--- config.mk ---
export PLATFORM = sky130hd
export DESIGN_NAME = vga_timing_gen
export DESIGN_NICKNAME = d
export VERILOG_FILES = /design/src/rtl/vga_pkg.sv /design/src/rtl/vga_axis_counter.sv /design/src/rtl/vga_timing_gen.sv
export SDC_FILE = /design/constraint.sdc
export NUM_CORES = 1
export LEC_CHECK = 0
export ABC_AREA = 1
export CAP_MARGIN = 20
export CORE_MARGIN = 2
export CORE_UTILIZATION = 30
export CTS_BUF_LIST = sky130_fd_sc_hd__clkbuf_2 sky130_fd_sc_hd__clkbuf_4 sky130_fd_sc_hd__clkbuf_8
export DETAILED_ROUTE_END_ITERATION = 12
export GPL_TIMING_DRIVEN = 0
export PLACE_DENSITY_LB_ADDON = 0.1
export SLEW_MARGIN = 20
export SYNTH_ARGS = -nofsm -noshare
export SYNTH_HDL_FRONTEND = slang
export SYNTH_SLANG_ARGS = --single-unit
--- constraint.sdc ---
create_clock -name mclk -period 1.45 [get_ports mclk]
set_input_delay 0.29 -clock mclk [delete_from_list [all_inputs] [get_ports mclk]]
set_output_delay 0.29 -clock mclk [all_outputs]
set_load 0.1 [all_outputs]
--- src/rtl/vga_pkg.sv ---
// Raster constant sets and total-length helpers shared by the VGA timing generator.
package vga_pkg;

   localparam logic SYNC_ACTIVE_LOW  = 1'b0;
   localparam logic SYNC_ACTIVE_HIGH = 1'b1;

   // 640x480@60, 25.175 MHz pixel clock
   localparam int   VGA640_H_ACTIVE = 640;
   localparam int   VGA640_H_FP     = 16;
   localparam int   VGA640_H_SYNC   = 96;
   localparam int   VGA640_H_BP     = 48;
   localparam int   VGA640_V_ACTIVE = 480;
   localparam int   VGA640_V_FP     = 10;
   localparam int   VGA640_V_SYNC   = 2;
   localparam int   VGA640_V_BP     = 33;
   localparam logic VGA640_HS_POL   = SYNC_ACTIVE_LOW;
   localparam logic VGA640_VS_POL   = SYNC_ACTIVE_LOW;

   // 800x600@60, 40 MHz pixel clock
   localparam int   SVGA800_H_ACTIVE = 800;
   localparam int   SVGA800_H_FP     = 40;
   localparam int   SVGA800_H_SYNC   = 128;
   localparam int   SVGA800_H_BP     = 88;
   localparam int   SVGA800_V_ACTIVE = 600;
   localparam int   SVGA800_V_FP     = 1;
   localparam int   SVGA800_V_SYNC   = 4;
   localparam int   SVGA800_V_BP     = 23;
   localparam logic SVGA800_HS_POL   = SYNC_ACTIVE_HIGH;
   localparam logic SVGA800_VS_POL   = SYNC_ACTIVE_HIGH;

   function automatic int axis_total(input int active, input int fp, input int sync, input int bp);
      return active + fp + sync + bp;
   endfunction

   function automatic int h_total(input int active, input int fp, input int sync, input int bp);
      return axis_total(active, fp, sync, bp);
   endfunction

   function automatic int v_total(input int active, input int fp, input int sync, input int bp);
      return axis_total(active, fp, sync, bp);
   endfunction

endpackage

--- src/rtl/vga_axis_counter.sv ---
// One raster axis: wrapping position counter with active-area and raw sync decode.
module vga_axis_counter
   import vga_pkg::*;
#(
   parameter int ACTIVE = 640,
   parameter int FP     = 16,
   parameter int SYNC   = 96,
   parameter int BP     = 48,
   parameter int CW     = 12
) (
   input  logic          mclk,
   input  logic          rst_n,
   input  logic          adv,
   output logic [CW-1:0] count,
   output logic          wrap,
   output logic          active,
   output logic          sync_raw
);

   localparam int            TOTAL    = axis_total(ACTIVE, FP, SYNC, BP);
   localparam logic [CW-1:0] LAST     = CW'(TOTAL - 1);
   localparam logic [CW-1:0] ACT_END  = CW'(ACTIVE);
   localparam logic [CW-1:0] SYNC_BEG = CW'(ACTIVE + FP);
   localparam logic [CW-1:0] SYNC_END = CW'(ACTIVE + FP + SYNC);

   always_ff @(posedge mclk or negedge rst_n) begin
      if (!rst_n)
         count <= '0;
      else if (adv)
         count <= wrap ? '0 : count + CW'(1);
   end

   assign wrap     = (count == LAST);
   assign active   = (count < ACT_END);
   assign sync_raw = (count >= SYNC_BEG) && (count < SYNC_END);

endmodule

--- src/rtl/vga_timing_gen.sv ---
// VGA raster timing generator: pixel-enable divider, h/v counters, coordinate
// request stage and a registered sync/colour stage aligned at the connector.
module vga_timing_gen
   import vga_pkg::*;
#(
   parameter int   CLK_DIV  = 2,
   parameter int   H_ACTIVE = VGA640_H_ACTIVE,
   parameter int   H_FP     = VGA640_H_FP,
   parameter int   H_SYNC   = VGA640_H_SYNC,
   parameter int   H_BP     = VGA640_H_BP,
   parameter int   V_ACTIVE = VGA640_V_ACTIVE,
   parameter int   V_FP     = VGA640_V_FP,
   parameter int   V_SYNC   = VGA640_V_SYNC,
   parameter int   V_BP     = VGA640_V_BP,
   parameter logic HS_POL   = VGA640_HS_POL,
   parameter logic VS_POL   = VGA640_VS_POL,
   parameter int   CW       = 12,
   parameter int   R_W      = 3,
   parameter int   G_W      = 3,
   parameter int   B_W      = 2
) (
   input  logic           mclk,
   input  logic           rst_n,
   input  logic           en,
   output logic [CW-1:0]  pix_x,
   output logic [CW-1:0]  pix_y,
   output logic           pix_de,
   input  logic [R_W-1:0] rgb_r_in,
   input  logic [G_W-1:0] rgb_g_in,
   input  logic [B_W-1:0] rgb_b_in,
   output logic           Hsync,
   output logic           Vsync,
   output logic [R_W-1:0] OutRed,
   output logic [G_W-1:0] OutGreen,
   output logic [B_W-1:0] OutBlue,
   output logic           de_out,
   output logic           frame_start,
   output logic           line_start
);

   localparam int            DW       = (CLK_DIV > 1) ? $clog2(CLK_DIV) : 1;
   localparam logic [DW-1:0] DIV_LAST = DW'(CLK_DIV - 1);

   logic [DW-1:0]  div_cnt;
   logic           pix_en;
   logic           run_q;
   logic [CW-1:0]  h_cnt, v_cnt;
   logic           h_wrap, v_wrap, h_act, v_act, h_sync, v_sync;
   logic           line_home, frame_home;
   logic           de1, hs1, vs1, de2, hs2, vs2;
   logic [R_W-1:0] red2;
   logic [G_W-1:0] green2;
   logic [B_W-1:0] blue2;

   always_ff @(posedge mclk or negedge rst_n) begin
      if (!rst_n)
         div_cnt <= '0;
      else if (en)
         div_cnt <= (div_cnt == DIV_LAST) ? '0 : div_cnt + DW'(1);
   end

   assign pix_en = en && (div_cnt == DIV_LAST);

   vga_axis_counter #(
      .ACTIVE(H_ACTIVE), .FP(H_FP), .SYNC(H_SYNC), .BP(H_BP), .CW(CW)
   ) u_h_axis (
      .mclk(mclk), .rst_n(rst_n), .adv(pix_en),
      .count(h_cnt), .wrap(h_wrap), .active(h_act), .sync_raw(h_sync)
   );

   vga_axis_counter #(
      .ACTIVE(V_ACTIVE), .FP(V_FP), .SYNC(V_SYNC), .BP(V_BP), .CW(CW)
   ) u_v_axis (
      .mclk(mclk), .rst_n(rst_n), .adv(pix_en && h_wrap),
      .count(v_cnt), .wrap(v_wrap), .active(v_act), .sync_raw(v_sync)
   );

   // line_home/frame_home remember that the last advance wrapped, i.e. the
   // counters now sit at h=0 / (0,0); both hold after reset.
   always_ff @(posedge mclk or negedge rst_n) begin
      if (!rst_n) begin
         run_q       <= 1'b0;
         line_home   <= 1'b1;
         frame_home  <= 1'b1;
         frame_start <= 1'b0;
         line_start  <= 1'b0;
         pix_x       <= '0;
         pix_y       <= '0;
         de1         <= 1'b0;
         hs1         <= 1'b0;
         vs1         <= 1'b0;
         de2         <= 1'b0;
         hs2         <= 1'b0;
         vs2         <= 1'b0;
         red2        <= '0;
         green2      <= '0;
         blue2       <= '0;
      end else begin
         run_q       <= en;
         frame_start <= pix_en && line_home && frame_home;
         line_start  <= pix_en && line_home;
         if (pix_en) begin
            line_home  <= h_wrap;
            frame_home <= h_wrap && v_wrap;
            pix_x      <= h_cnt;
            pix_y      <= v_cnt;
            de1        <= h_act && v_act;
            hs1        <= h_sync;
            vs1        <= v_sync;
            de2        <= de1;
            hs2        <= hs1;
            vs2        <= vs1;
            red2       <= de1 ? rgb_r_in : '0;
            green2     <= de1 ? rgb_g_in : '0;
            blue2      <= de1 ? rgb_b_in : '0;
         end
      end
   end

   // Pipeline contents survive en=0 so the raster resumes seamlessly; only the
   // visible outputs are forced idle while stopped.
   assign pix_de   = de1 && run_q;
   assign de_out   = de2 && run_q;
   assign Hsync    = (hs2 && run_q) ? HS_POL : ~HS_POL;
   assign Vsync    = (vs2 && run_q) ? VS_POL : ~VS_POL;
   assign OutRed   = run_q ? red2   : '0;
   assign OutGreen = run_q ? green2 : '0;
   assign OutBlue  = run_q ? blue2  : '0;

endmodule
# Word level (Yosys, flattened, before mapping)
# Cells that the tools add are included.
# Widths: inputs -> output; s select.
[totals]
register_bits = 68
input_bits = 11
out_inout_bits = 38
[op_classes]
addsub = 3
order_cmp = 6
n_eq_ne = 2
mux = 11
n_reduce_logical = 12
[op_table]
columns = ["cell", "n"]
rows = [
  ["$add 12x1->12 const B", 2],
  ["$eq 12x10->1 const B", 2],
  ["$lt 12x10->1 const B", 2],
  ["$lt 12x9->1 const B", 2],
  ["$mux 12", 2],
  ["$ge 12x10->1 const B", 1],
  ["$ge 12x9->1 const B", 1],
  ["$logic_and 1x1->1", 12],
  ["$mux 3", 4],
  ["$mux 2", 2],
  ["$mux 1", 3],
  ["$add 1x1->1 const B", 1],
]

# Logic depth before layout (Yosys ltp)
[logic_depth]
word_depth = 3
ltp_mapped = 8

# Hierarchy
# Synthesis repeated with hierarchy kept, for this count alone.
[unflattened]
hier_cells = 405
hier_area_um2 = 3273.1
[by_module_without_submodules]
columns = ["mod", "instances", "cells_per_inst", "area_each_um2", "seq_area_each_um2"]
rows = [
  ["vga_timing_gen", 1, 205, 1765.4, 1103.6],
  ["vga_axis_counter at u_v_axis", 1, 107, 757.0, 300.3],
  ["vga_axis_counter at u_h_axis", 1, 93, 750.7, 300.3],
]

# Worst setup path after synthesis
# No wires, ideal clock.
[synth_timing]
path_kind = "register -> output"
start = "register run_q"
end = "output OutBlue[0]"
arrival_time_ns = 1.269
slack_ns = -0.109
stages_incl_launch_ff = 4
n_path_buf = 1
path_cell_list = "dfrtp_1 -> clkbuf_1 -> nand2_1 -> inv_1"
[synth_between]
elab_chain_cells = 1
[synth_rtl]
columns = ["item", "line_no", "text"]
rows = [
  ["from (decl)", "vga_timing_gen.sv:46", "logic run_q;"],
  ["from (signal assigned)", "vga_timing_gen.sv:99", "run_q <= en;"],
  ["$mux 2", "vga_timing_gen.sv:128", "assign OutBlue = run_q ? blue2 : '0;"],
  ["to (decl)", "vga_timing_gen.sv:35", "output logic [B_W-1:0] OutBlue,"],
]
# No other way between the ends.

# Final worst setup path
[layout_timing]
start = "register run_q"
end = "output OutRed[1]"
[layout_between]
elab_chain_cells = 1
[layout_rtl]
columns = ["item", "line_no", "text"]
rows = [
  ["$mux 3", "vga_timing_gen.sv:126", "assign OutRed = run_q ? red2 : '0;"],
  ["to (decl)", "vga_timing_gen.sv:33", "output logic [R_W-1:0] OutRed,"],
]
# No other way between the ends.

==> reports/summary.txt <==
Vias/cell -> 4.52
Synth cell types -> 26
Seq cells post-synth -> 68
FF-to-FF setup slack -> 0.04 ns
Top Usage Layer GRT -> met1
Max cap viols -> 0
Slew Limit Fails -> 0
Fin. Hold Viols -> 0
Area growth syn-to-layout -> 36.7%
Met3 Usage GRT -> 2.61%
PnR worst setup slack -> -0.0835 ns
Hold Crit Class -> in2reg
Placed cells -> 565
Top_reg_cell synth -> dfrtp_1
Mux contribution to synthesized area -> 0%
CP startpoint -> run_q$_DFF_PN0_
Initial antenna violation count -> 0
Final net count -> 472
Worst-path clk slew -> 0.07 ns
Startpoint types -> flop
Clock sinks -> 68
Number of buffers created by CTS -> 9
Seq pwr share -> 39.3%
Post-Synth XOR/XNOR Area -> 2.22%
Routed WL per cell -> 13.4 µm
R2R Path Start -> u_h_axis.count[0]$_DFFE_PN0N_
# DRC -> 0
Share of cells above drive strength 1 -> 31.2%
CP endpoint kind -> output port
DP Area -> 3870 µm²
Number of synthesized flops with an enable pin -> 0
Mapped Nets -> 395
Top post-synthesis cells by area -> dfrtp_1, nand2_1, o21ai_0
Relative slew slack -> 65.6%
Drt total wl -> 8.02 mm
Status -> finished, violations left
Synth Cell Area -> 3160 µm²
Cell-internal power -> 0.00340 W
Row Count -> 37
Clock Tree Buf Depth -> 2
Async SR Flop Fraction -> 100%
# port buffers -> 48
CP max FO -> 10
Setup TNS -> -0.708 ns
FF-to-FF path depth -> 7
GR Util met2 -> 22.0%
Syn Inst Count -> 380
Worst Max-Slew Pin Slew -> 0.516 ns
Yosys Warn Count -> 0
Setup-failing EPs final -> 10
H-tree depth -> 3
Required @ worst endpoint -> 1.16 ns
Root Buffer -> clkbuf_8
1st-pass router iterations -> 4
Clock share of power -> 26.7%
Largest family of logic cells by synthesized area -> simple AND/OR/NAND/NOR gates
Core footprint -> 10300 µm²
VDD IR max -> 1030 µV
CTS tree -> yes
GRT Overall Usage -> 15.1%
Largest net degree at the start of global routing -> 54
Reg2reg end -> u_v_axis.count[6]$_DFFE_PN0P_
Crit path time final -> 1.53 ns
Vias in the first global route -> 2665
Combinational share of power -> 34.0%
Diodes inserted -> 0
Clk_lat worst skew -> 0.34 ns
Crit Path Category -> reg2out
Pwr dens -> 1360 nW/µm²
# IOs -> 49
Fin area -> 4330 µm²
Initial core utilization -> 30.8%
Die X -> 107 µm
Compound-Gate Fraction of Synth Area -> 7.87%
Register area share after synthesis -> 53.9%
Fin cells -> 598
Fmax -> 0.652 GHz
Leakage power -> 2.02 nW
Crit path DAT -> 1.24 ns
GPL Wtd Cong -> 0.835
Psw -> 0.00247 W
Post-synthesis simple-gate area fraction -> 27.1%
Sw Share -> 42.0%
Chip height -> 107 µm
Area of the die -> 11400 µm²
Area share of the largest cell type after synthesis -> 52.2%
Grt total ovfl -> 0
Detail Route Antenna Nets -> 0
Post-Syn Area per Cell -> 8.32 µm²
Post-Route Skew -> 0.0116 ns
Met1 Use GR -> 22.2%
Via Count -> 2700
Synth Area in Adders -> 1.58%
Setup crit end -> OutRed[1]
Post-synth top area cell -> dfrtp_1
Hpwl dp -> 5.56 mm
Initial drt markers -> 119
Failing checks -> negative setup slack
First-pass GRT wire length -> 13.5 mm
RSZ-0062 raised after global routing -> true
Fin crit share -> 106%
-- Yosys cell counts (3+ instances only) --
cell type / instances
nor2_1: 24
a21oi_1: 3
nand2_1: 113
nand4_1: 5
nor3_1: 15
o21ai_1: 3
clkbuf_1: 7
xor2_1: 8
nand3_1: 24
buf_2: 4
inv_2: 4
inv_1: 43
dfrtp_1: 66
o21ai_0: 42
ha_1: 4
-- per-layer routing --
metal  wire (µm)  up-vias
met5           0        -
met4         145        0
met3         302       12
met2        3500       56
met1        4070     1274
li1            -     1358
-- layout by cell type, fill, tap and decap left out, types with 14 or more instances in the layout --
| cell | instances |
|---|---|
| buf_2 | 20 |
| buf_4 | 15 |
| dfrtp_1 | 62 |
| inv_1 | 27 |
| nand2_1 | 98 |
| nand2_2 | 15 |
| nand3_1 | 20 |
| nor2_1 | 20 |
| nor3_1 | 14 |
| o21ai_0 | 38 |
-- per-stage QoR --
stage / setup slack, ns / hold slack, ns / util [%] / total power [W]
2_1_floorplan: -0.0667 / -0.00559 / - / 0.00374
3_3_place_gp: -2.38 / 0.458 / 37.4 / 0.00426
3_5_place_dp: -0.902 / 0.178 / 37.6 / 0.00427
4_1_cts: -0.151 / 0.280 / 39.7 / 0.00578
5_1_grt: -0.158 / 0.299 / 42.1 / 0.00616
6_report: -0.0835 / 0.296 / 42.1 / 0.00587
-- worst max-delay path: stages, from the launching register on --
cell and delay, ns:
dfrtp_1 0.41, buf_8 0.16, nand2_2 0.07, clkinvlp_4 0.09
buf_12 0.17
-- power groups by stage --
stage | registers [W] | logic (W) | clock network [W]
6_report | 0.00230 | 0.00199 | 0.00157
5_1_grt | 0.00234 | 0.00212 | 0.00170
4_1_cts | 0.00230 | 0.00186 | 0.00162
3_5_place_dp | 0.00233 | 0.00194 | 0
3_3_place_gp | 0.00233 | 0.00193 | 0
2_1_floorplan | 0.00335 | 0.000395 | 0
-- area by class of cell --
cell class              count  area, µm²
flip-flops and latches     68       1710
clock inverters             5       52.6
fillers                  1069       5950
inverters                  47        211
repair buffers             67        634
clock buffers              11        145
multi-input cells         253       1330
well taps                 136        170
plain buffers              11       70.1
-- how the worst min path moves through the flow --
| stage | cells past startpoint | slack [ns] | from | to |
|---|---|---|---|---|
| after global routing | 1 | 0.30 | en | run_q$_DFF_PN0_ |
| after floorplan | 0 | -0.006 | rst_n | blue2[0]$_DFFE_PN0N_ |
| after global placement | 1 | 0.46 | u_h_axis.count[10]$_DFFE_PN0N_ | u_h_axis.count[10]$_DFFE_PN0N_ |
| after CTS | 1 | 0.28 | en | run_q$_DFF_PN0_ |
| final | 1 | 0.30 | en | run_q$_DFF_PN0_ |
| after detailed placement | 1 | 0.18 | rst_n | u_v_axis.count[0]$_DFFE_PN0P_ |
-- registers in the layout (all words and copies together) (netlist names), 2 cells and up --
name            count
red2                3
u_h_axis.count     12
blue2               2
pix_x              12
green2              3
pix_y              12
u_v_axis.count     12
-- cells by family (layout without fill, tap and decap cells) --
group,Yosys count,in the layout
DFF,68,68
xor gates and xnor gates,8,8
and+or+nand+nor,192,192
buffers and inverters,59,141
AOI/OAI and AO/OA,49,49
adders and majority gates,4,4
-- timing repair --
action                                  CTS  global route
endpoints found under the hold margin    15             0
resized for setup                       240            62
hold buffers                              1             0
pin swaps                                 7            11
buffers inserted                          5            11
gates cloned                              0             1
endpoints found under the setup margin   87            60
Note: power is estimated with default switching activity, not from simulation.
